<file path="src/rtl/demux_buffered_pkg.sv">
// Shared definitions for the buffered operation-classifying demultiplexer.
// Holds the default widths, the packed queue entry layout for those
// defaults, and small pure helpers (ceiling log2, one-hot of a select).
package demux_buffered_pkg;

  localparam int DEF_SEL_W  = 4;
  localparam int DEF_DATA_W = 16;

  // One queued transaction at the default widths: destination then payload.
  typedef struct packed {
    logic [DEF_SEL_W-1:0]  sel;
    logic [DEF_DATA_W-1:0] data;
  } entry_t;

  // Ceiling log2, usable in parameter and port width expressions.
  function automatic int clog2(input int value);
    int result;
    result = 0;
    while ((1 << result) < value) begin
      result = result + 1;
    end
    return result;
  endfunction

  // One-hot of a select at the default width.
  function automatic logic [(1<<DEF_SEL_W)-1:0] onehot_of(input logic [DEF_SEL_W-1:0] sel);
    logic [(1<<DEF_SEL_W)-1:0] result;
    result      = '0;
    result[sel] = 1'b1;
    return result;
  endfunction

endpackage

</file>
<file path="src/rtl/demux_buffered_onehot_decoder.sv">
// Combinational SEL_W -> 2**SEL_W one-hot decoder with enable.
// Ports:
//   en      - when low, every output bit is zero
//   sel     - binary channel index
//   onehot  - exactly one bit set (bit sel) when en is high
module demux_buffered_onehot_decoder #(
  parameter int SEL_W = 4
) (
  input  logic                  en,
  input  logic [SEL_W-1:0]      sel,
  output logic [(1<<SEL_W)-1:0] onehot
);

  always_comb begin
    onehot = '0;
    if (en) begin
      onehot[sel] = 1'b1;
    end
  end

endmodule

</file>
<file path="src/rtl/demux_buffered.sv">
// Buffered demultiplexer between instruction decode and the execution units.
// Transactions {in_sel, in_data} arrive over valid/ready and are queued in an
// in-order FIFO of DEPTH entries. The head is presented with its payload, its
// binary select and a one-hot channel strobe. Transactions aimed at a channel
// disabled in chan_mask (sampled at accept time) are discarded and counted in
// a saturating drop counter.
// Ports:
//   clk, reset           - clock, synchronous active-high reset
//   in_valid/in_ready    - input handshake; in_ready depends only on state
//   in_sel, in_data      - destination channel and payload
//   chan_mask            - per-channel enable, 1 = enabled
//   out_valid/out_ready  - output handshake for the FIFO head
//   out_onehot, out_sel  - head destination as one-hot and binary (0 if empty)
//   out_data             - head payload (0 if empty)
//   count                - number of entries held
//   drop_cnt             - saturating count of masked drops
module demux_buffered
  import demux_buffered_pkg::*;
#(
  parameter int SEL_W  = DEF_SEL_W,
  parameter int DATA_W = DEF_DATA_W,
  parameter int DEPTH  = 2,
  parameter int CNT_W  = 8
) (
  input  logic                       clk,
  input  logic                       reset,
  input  logic                       in_valid,
  output logic                       in_ready,
  input  logic [SEL_W-1:0]           in_sel,
  input  logic [DATA_W-1:0]          in_data,
  input  logic [(1<<SEL_W)-1:0]      chan_mask,
  output logic                       out_valid,
  input  logic                       out_ready,
  output logic [(1<<SEL_W)-1:0]      out_onehot,
  output logic [SEL_W-1:0]           out_sel,
  output logic [DATA_W-1:0]          out_data,
  output logic [$clog2(DEPTH+1)-1:0] count,
  output logic [CNT_W-1:0]           drop_cnt
);

  localparam int PTR_W    = clog2(DEPTH);
  localparam int OCC_W    = clog2(DEPTH + 1);
  localparam logic [OCC_W-1:0] FULL_LVL = OCC_W'(DEPTH);

  typedef struct packed {
    logic [SEL_W-1:0]  sel;
    logic [DATA_W-1:0] data;
  } slot_t;

  slot_t              mem_q [DEPTH];
  slot_t              mem_d [DEPTH];
  logic [PTR_W-1:0]   wptr_q, wptr_d;
  logic [PTR_W-1:0]   rptr_q, rptr_d;
  logic [OCC_W-1:0]   count_q, count_d;
  logic [CNT_W-1:0]   drop_cnt_q, drop_cnt_d;

  logic  accept, store, drop, pop;
  slot_t head;

  // Ready is a function of registered occupancy only, so a full FIFO refuses
  // new work even when the consumer is draining in the same cycle.
  assign in_ready  = !reset && (count_q != FULL_LVL);
  assign out_valid = (count_q != '0);
  assign head      = mem_q[rptr_q];

  // Mask is looked up once, at accept; stored entries never see it again.
  always_comb begin
    accept     = in_valid && in_ready;
    store      = accept && chan_mask[in_sel];
    drop       = accept && !chan_mask[in_sel];
    pop        = out_valid && out_ready;
    mem_d      = mem_q;
    wptr_d     = wptr_q;
    rptr_d     = rptr_q;
    count_d    = count_q;
    drop_cnt_d = drop_cnt_q;
    if (store) begin
      mem_d[wptr_q] = '{sel: in_sel, data: in_data};
      wptr_d        = wptr_q + 1'b1;
    end
    if (pop) begin
      rptr_d = rptr_q + 1'b1;
    end
    if (store && !pop) begin
      count_d = count_q + 1'b1;
    end else if (!store && pop) begin
      count_d = count_q - 1'b1;
    end
    if (drop && (drop_cnt_q != '1)) begin
      drop_cnt_d = drop_cnt_q + 1'b1;
    end
  end

  // Storage is left unreset: stale slots are never visible because the head
  // buses are gated by out_valid.
  always_ff @(posedge clk) begin
    if (reset) begin
      wptr_q     <= '0;
      rptr_q     <= '0;
      count_q    <= '0;
      drop_cnt_q <= '0;
    end else begin
      wptr_q     <= wptr_d;
      rptr_q     <= rptr_d;
      count_q    <= count_d;
      drop_cnt_q <= drop_cnt_d;
    end
    mem_q <= mem_d;
  end

  assign out_sel  = out_valid ? head.sel  : '0;
  assign out_data = out_valid ? head.data : '0;
  assign count    = count_q;
  assign drop_cnt = drop_cnt_q;

  demux_buffered_onehot_decoder #(
    .SEL_W (SEL_W)
  ) u_decoder (
    .en     (out_valid),
    .sel    (out_sel),
    .onehot (out_onehot)
  );

endmodule

</file>
<file path="config.mk">
export PLATFORM = sky130hd
export DESIGN_NAME = demux_buffered
export DESIGN_NICKNAME = d
export VERILOG_FILES = /design/src/rtl/demux_buffered_pkg.sv /design/src/rtl/demux_buffered_onehot_decoder.sv /design/src/rtl/demux_buffered.sv
export SDC_FILE = /design/constraint.sdc
export NUM_CORES = 1
export LEC_CHECK = 0
export CORE_UTILIZATION = 40
export DETAILED_ROUTE_END_ITERATION = 7
export HOLD_SLACK_MARGIN = 0.06
export PLACE_DENSITY = 0.83
export RECOVER_POWER = 25
export SLEW_MARGIN = 40
export SYNTH_ARGS = -nofsm -noshare
export SYNTH_HDL_FRONTEND = slang
export SYNTH_HIERARCHICAL = 1
export SYNTH_SLANG_ARGS = --single-unit
</file>
<file path="constraint.sdc">
create_clock -name clk -period 3.2 [get_ports clk]
set_clock_uncertainty 0.2 [all_clocks]
set_input_delay 0.64 -clock clk [delete_from_list [all_inputs] [get_ports clk]]
set_output_delay 0.64 -clock clk [all_outputs]
set_load 0.03 [all_outputs]
</file>
==> impl_metrics.env <==
export IMPL_vdd_drop_max_uv=542
export IMPL_rsz0062_at_grt="false"
export IMPL_vias=1755
export IMPL_wl_mm=4.95
export IMPL_post_place_ws_ns=-0.395
export IMPL_max_clock_path_buffers=2
export IMPL_n_antenna_cell=0
export IMPL_drcViolationCount=0
export IMPL_grt_start_max_net_pins=22
export IMPL_yosys_warnings=6
export IMPL_synthesis_instances=179
export IMPL_most_common_layout_cells="sky130_fd_sc_hd__clkdlybuf4s50_1 (51), sky130_fd_sc_hd__nor2_1 (41), sky130_fd_sc_hd__edfxtp_1 (40), sky130_fd_sc_hd__buf_4 (27), sky130_fd_sc_hd__mux2i_1 (24)"
export IMPL_via_count_of_the_first_global_routing_pass=1824
export IMPL_cp_data_required_time_ns=3.23
export IMPL_seq_area_frac_synth_pct=61.6
export IMPL_starting_density_of_the_core_pct=42.0
export IMPL_worst_ep_arrival_time_ns=3.05
export IMPL_placed_cells=343
export IMPL_ios=88
export IMPL_clk_pin_slew_worst_paths_ns=0.09
export IMPL_ys_ff_latch=52
export IMPL_period_needed_ns=3.02
export IMPL_cts_tree="done"
export IMPL_final_instance_count_excl_fill=351
export IMPL_post_synth_cell_area_avg_um2=13.1
export IMPL_root_buffer="sky130_fd_sc_hd__clkbuf_8"
export IMPL_criticalPathCategory="in2reg"
export IMPL_hold_violations=0
export IMPL_number_of_drc_violations_after_detailed_routing_iteration_0=68
export IMPL_slew_limit_headroom_pct=58.5
export IMPL_hpwl_mm=3.74
export IMPL_tightest_slew_ns=0.620
export IMPL_place_gp_congestion=0.805
export IMPL_area_growth_synth_to_final_pct=48.0
export IMPL_number_of_hold_repair_buffers_added_at_the_cts_stage=0
export IMPL_cp_max_fo=5
export IMPL_routed_via_density=5.00
export IMPL_drv_max_cap_violation_count=0
export IMPL_max_freq_mhz=331
export IMPL_port_buffers=87
export IMPL_clock_sink_count=52
export IMPL_global_route_usage_total_pct=17.6
export IMPL_total_power_mw=2.52
export IMPL_final_common_cell="sky130_fd_sc_hd__clkdlybuf4s50_1"
export IMPL_worst_slack_ns=0.183
export IMPL_critical_path_max_stage_delay_ns=0.59
export IMPL_hold_removal_path_class="reg2reg"
export IMPL_detailedRoute_firstPassIterationCount=4
export IMPL_synth_net_count=221
export IMPL_floorplan_die_area_mm2=0.00616
export IMPL_final_max_slew_violation_count=0
export IMPL_start_kind="primary input"
export IMPL_standard_cell_rows=27
export IMPL_layout_nets=320
export IMPL_whs_ns=0.318
export IMPL_crit_chain="dlygate4sd2_1, mux4_1, mux4_2, nor2b_1, ha_1, or3_1, a21oi_1"
export IMPL_die_w_um=78.5
export IMPL_final_ant_viol_nets=0
export IMPL_post_cts_setup_buffers=0
export IMPL_drive_gt1_share_pct=16.8
export IMPL_core_area_mm2=0.00557
export IMPL_status="finished, final reports clean"
export IMPL_first_pass_grt_wire_length_mm=8.36
export IMPL_synthesized_area_mm2=0.00234
export IMPL_cts_htree_levels=2
export IMPL_p_per_area_mw_per_mm2=727
export IMPL_grt_overflow_total=0
export IMPL_critical_path_slowest_cell="sky130_fd_sc_hd__mux4_1"
export IMPL_netlist_cell_type_count=31
export IMPL_dieHeight_um=78.5
export IMPL_post_drt_wl_per_cell_um=14.1
export IMPL_power_leakage_nw=1.25
export IMPL_layout_worst_path_cycle_share_pct=94.3
export IMPL_critical_path_endpoint_type="register"
export IMPL_finalSetupViolations=0
export IMPL_cts_buffers_inserted=5
export IMPL_clk_latency_ns=0.29
export IMPL_antenna_found_initial=0
## what timing repair did
action | CTS | global route
resized for setup | 1 | 1
gates cloned | 0 | 0
endpoints found under the setup margin | 1 | 7
## final timing paths
check | end | slack [ns] | startpoint | cells after the start
hold / removal | drop_cnt[5] | 0.32 | drop_cnt[5] | 1
setup reg to reg | mem_q[25] | 0.94 | count[0] | 5
hold reg to reg | drop_cnt[5] | 0.32 | drop_cnt[5] | 1
setup / recovery | count[1] | 0.18 | in_sel[2] | 7
## layout make-up
class / count / area, µm²
Clock inverter: 2 / 38.8
Multi-Input combinational cell: 117 / 886
Fill cell: 445 / 2110
Inverter: 4 / 15.0
Clock buffer: 6 / 72.6
Tap cell: 72 / 90.1
Sequential cell: 52 / 1440
Timing Repair Buffer: 98 / 920
## power breakdown
part           internal, mW  leakage, nW  total (mW)  switching, mW
Sequential            0.774        0.460       0.816         0.0418
Combinational         0.513        0.730        1.26          0.744
Clock                 0.236       0.0558       0.442          0.206
## cell families after synthesis
kind of cell / Yosys count / synth area share, %
flops: 52 / 61.6
mux: 29 / 15.7
xor+xnor: 6 / 2.25
compound gates: 7 / 1.98
fa+ha+maj: 2 / 1.07
simple gates: 73 / 15.8
buf+inv: 10 / 1.60
## cells in the mapped netlist
library cell	n	area, µm²
sky130_fd_sc_hd__a31o_2	1	8.76
sky130_fd_sc_hd__nor2_1	42	158
sky130_fd_sc_hd__mux4_2	1	22.5
sky130_fd_sc_hd__a211o_1	1	8.76
sky130_fd_sc_hd__nor2b_1	2	12.5
sky130_fd_sc_hd__and2_1	1	6.26
sky130_fd_sc_hd__nand4_1	3	18.8
sky130_fd_sc_hd__nand3b_1	2	15.0
sky130_fd_sc_hd__or3b_4	1	11.3
sky130_fd_sc_hd__nor3_4	1	16.3
sky130_fd_sc_hd__mux2i_1	24	240
sky130_fd_sc_hd__dfxtp_1	12	240
sky130_fd_sc_hd__xor2_1	3	26.3
sky130_fd_sc_hd__nor3_2	1	10.0
sky130_fd_sc_hd__xnor2_1	3	26.3
sky130_fd_sc_hd__edfxtp_1	40	1200
sky130_fd_sc_hd__nor3_1	4	20.0
sky130_fd_sc_hd__a21oi_1	3	15.0
sky130_fd_sc_hd__and3_1	1	6.26
sky130_fd_sc_hd__ha_1	2	25.0
sky130_fd_sc_hd__nand2b_1	5	31.3
sky130_fd_sc_hd__or3_1	1	6.26
sky130_fd_sc_hd__a311oi_1	1	8.76
sky130_fd_sc_hd__nand3_1	5	25.0
sky130_fd_sc_hd__buf_1	2	7.51
sky130_fd_sc_hd__o21ai_0	1	5.00
sky130_fd_sc_hd__mux4_1	4	105
sky130_fd_sc_hd__nand2_1	3	11.3
sky130_fd_sc_hd__nor4_4	1	21.3
sky130_fd_sc_hd__clkbuf_1	4	15.0
sky130_fd_sc_hd__inv_1	4	15.0
## critical path: cells and delay by family
kind | cells | cell delay, ns
adders and majority gates | 1 | 0.34
AOI/OAI and AO/OA | 1 | 0.14
muxes | 2 | 1.07
buffers and inverters | 1 | 0.35
and+or+nand+nor | 2 | 0.51
## per-layer routing
metal / wire (µm) / share of wire (%) / global-route usage, % / vias to the layer above
met1: 1930 / 39 / 19.9 / 830
met3: 265 / 5.4 / 3.72 / 9
li1: - / - / - / 854
met4: 107 / 2.2 / 6.48 / 0
met2: 2650 / 53 / 32.5 / 62
met5: 0 / 0 / 0 / -
## per-stage QoR
stage / utilization [%] / cell area (µm²) / setup TNS (ns)
CTS: 62.1 / 3460 / 0
detailed placement: 60.1 / 3350 / -9.90
global route: 62.1 / 3460 / 0
global placement: 60.0 / 3350 / -11.71
finish: 62.1 / 3460 / 0
floorplan: - / 2350 / -0.863
## state kept, by name, indices dropped and copies added (netlist names)
signal    flops
count         2
wptr_q        1
drop_cnt      8
mem_q        40
rptr_q        1
No activity file was read; power rests on OpenSTA's default activity.
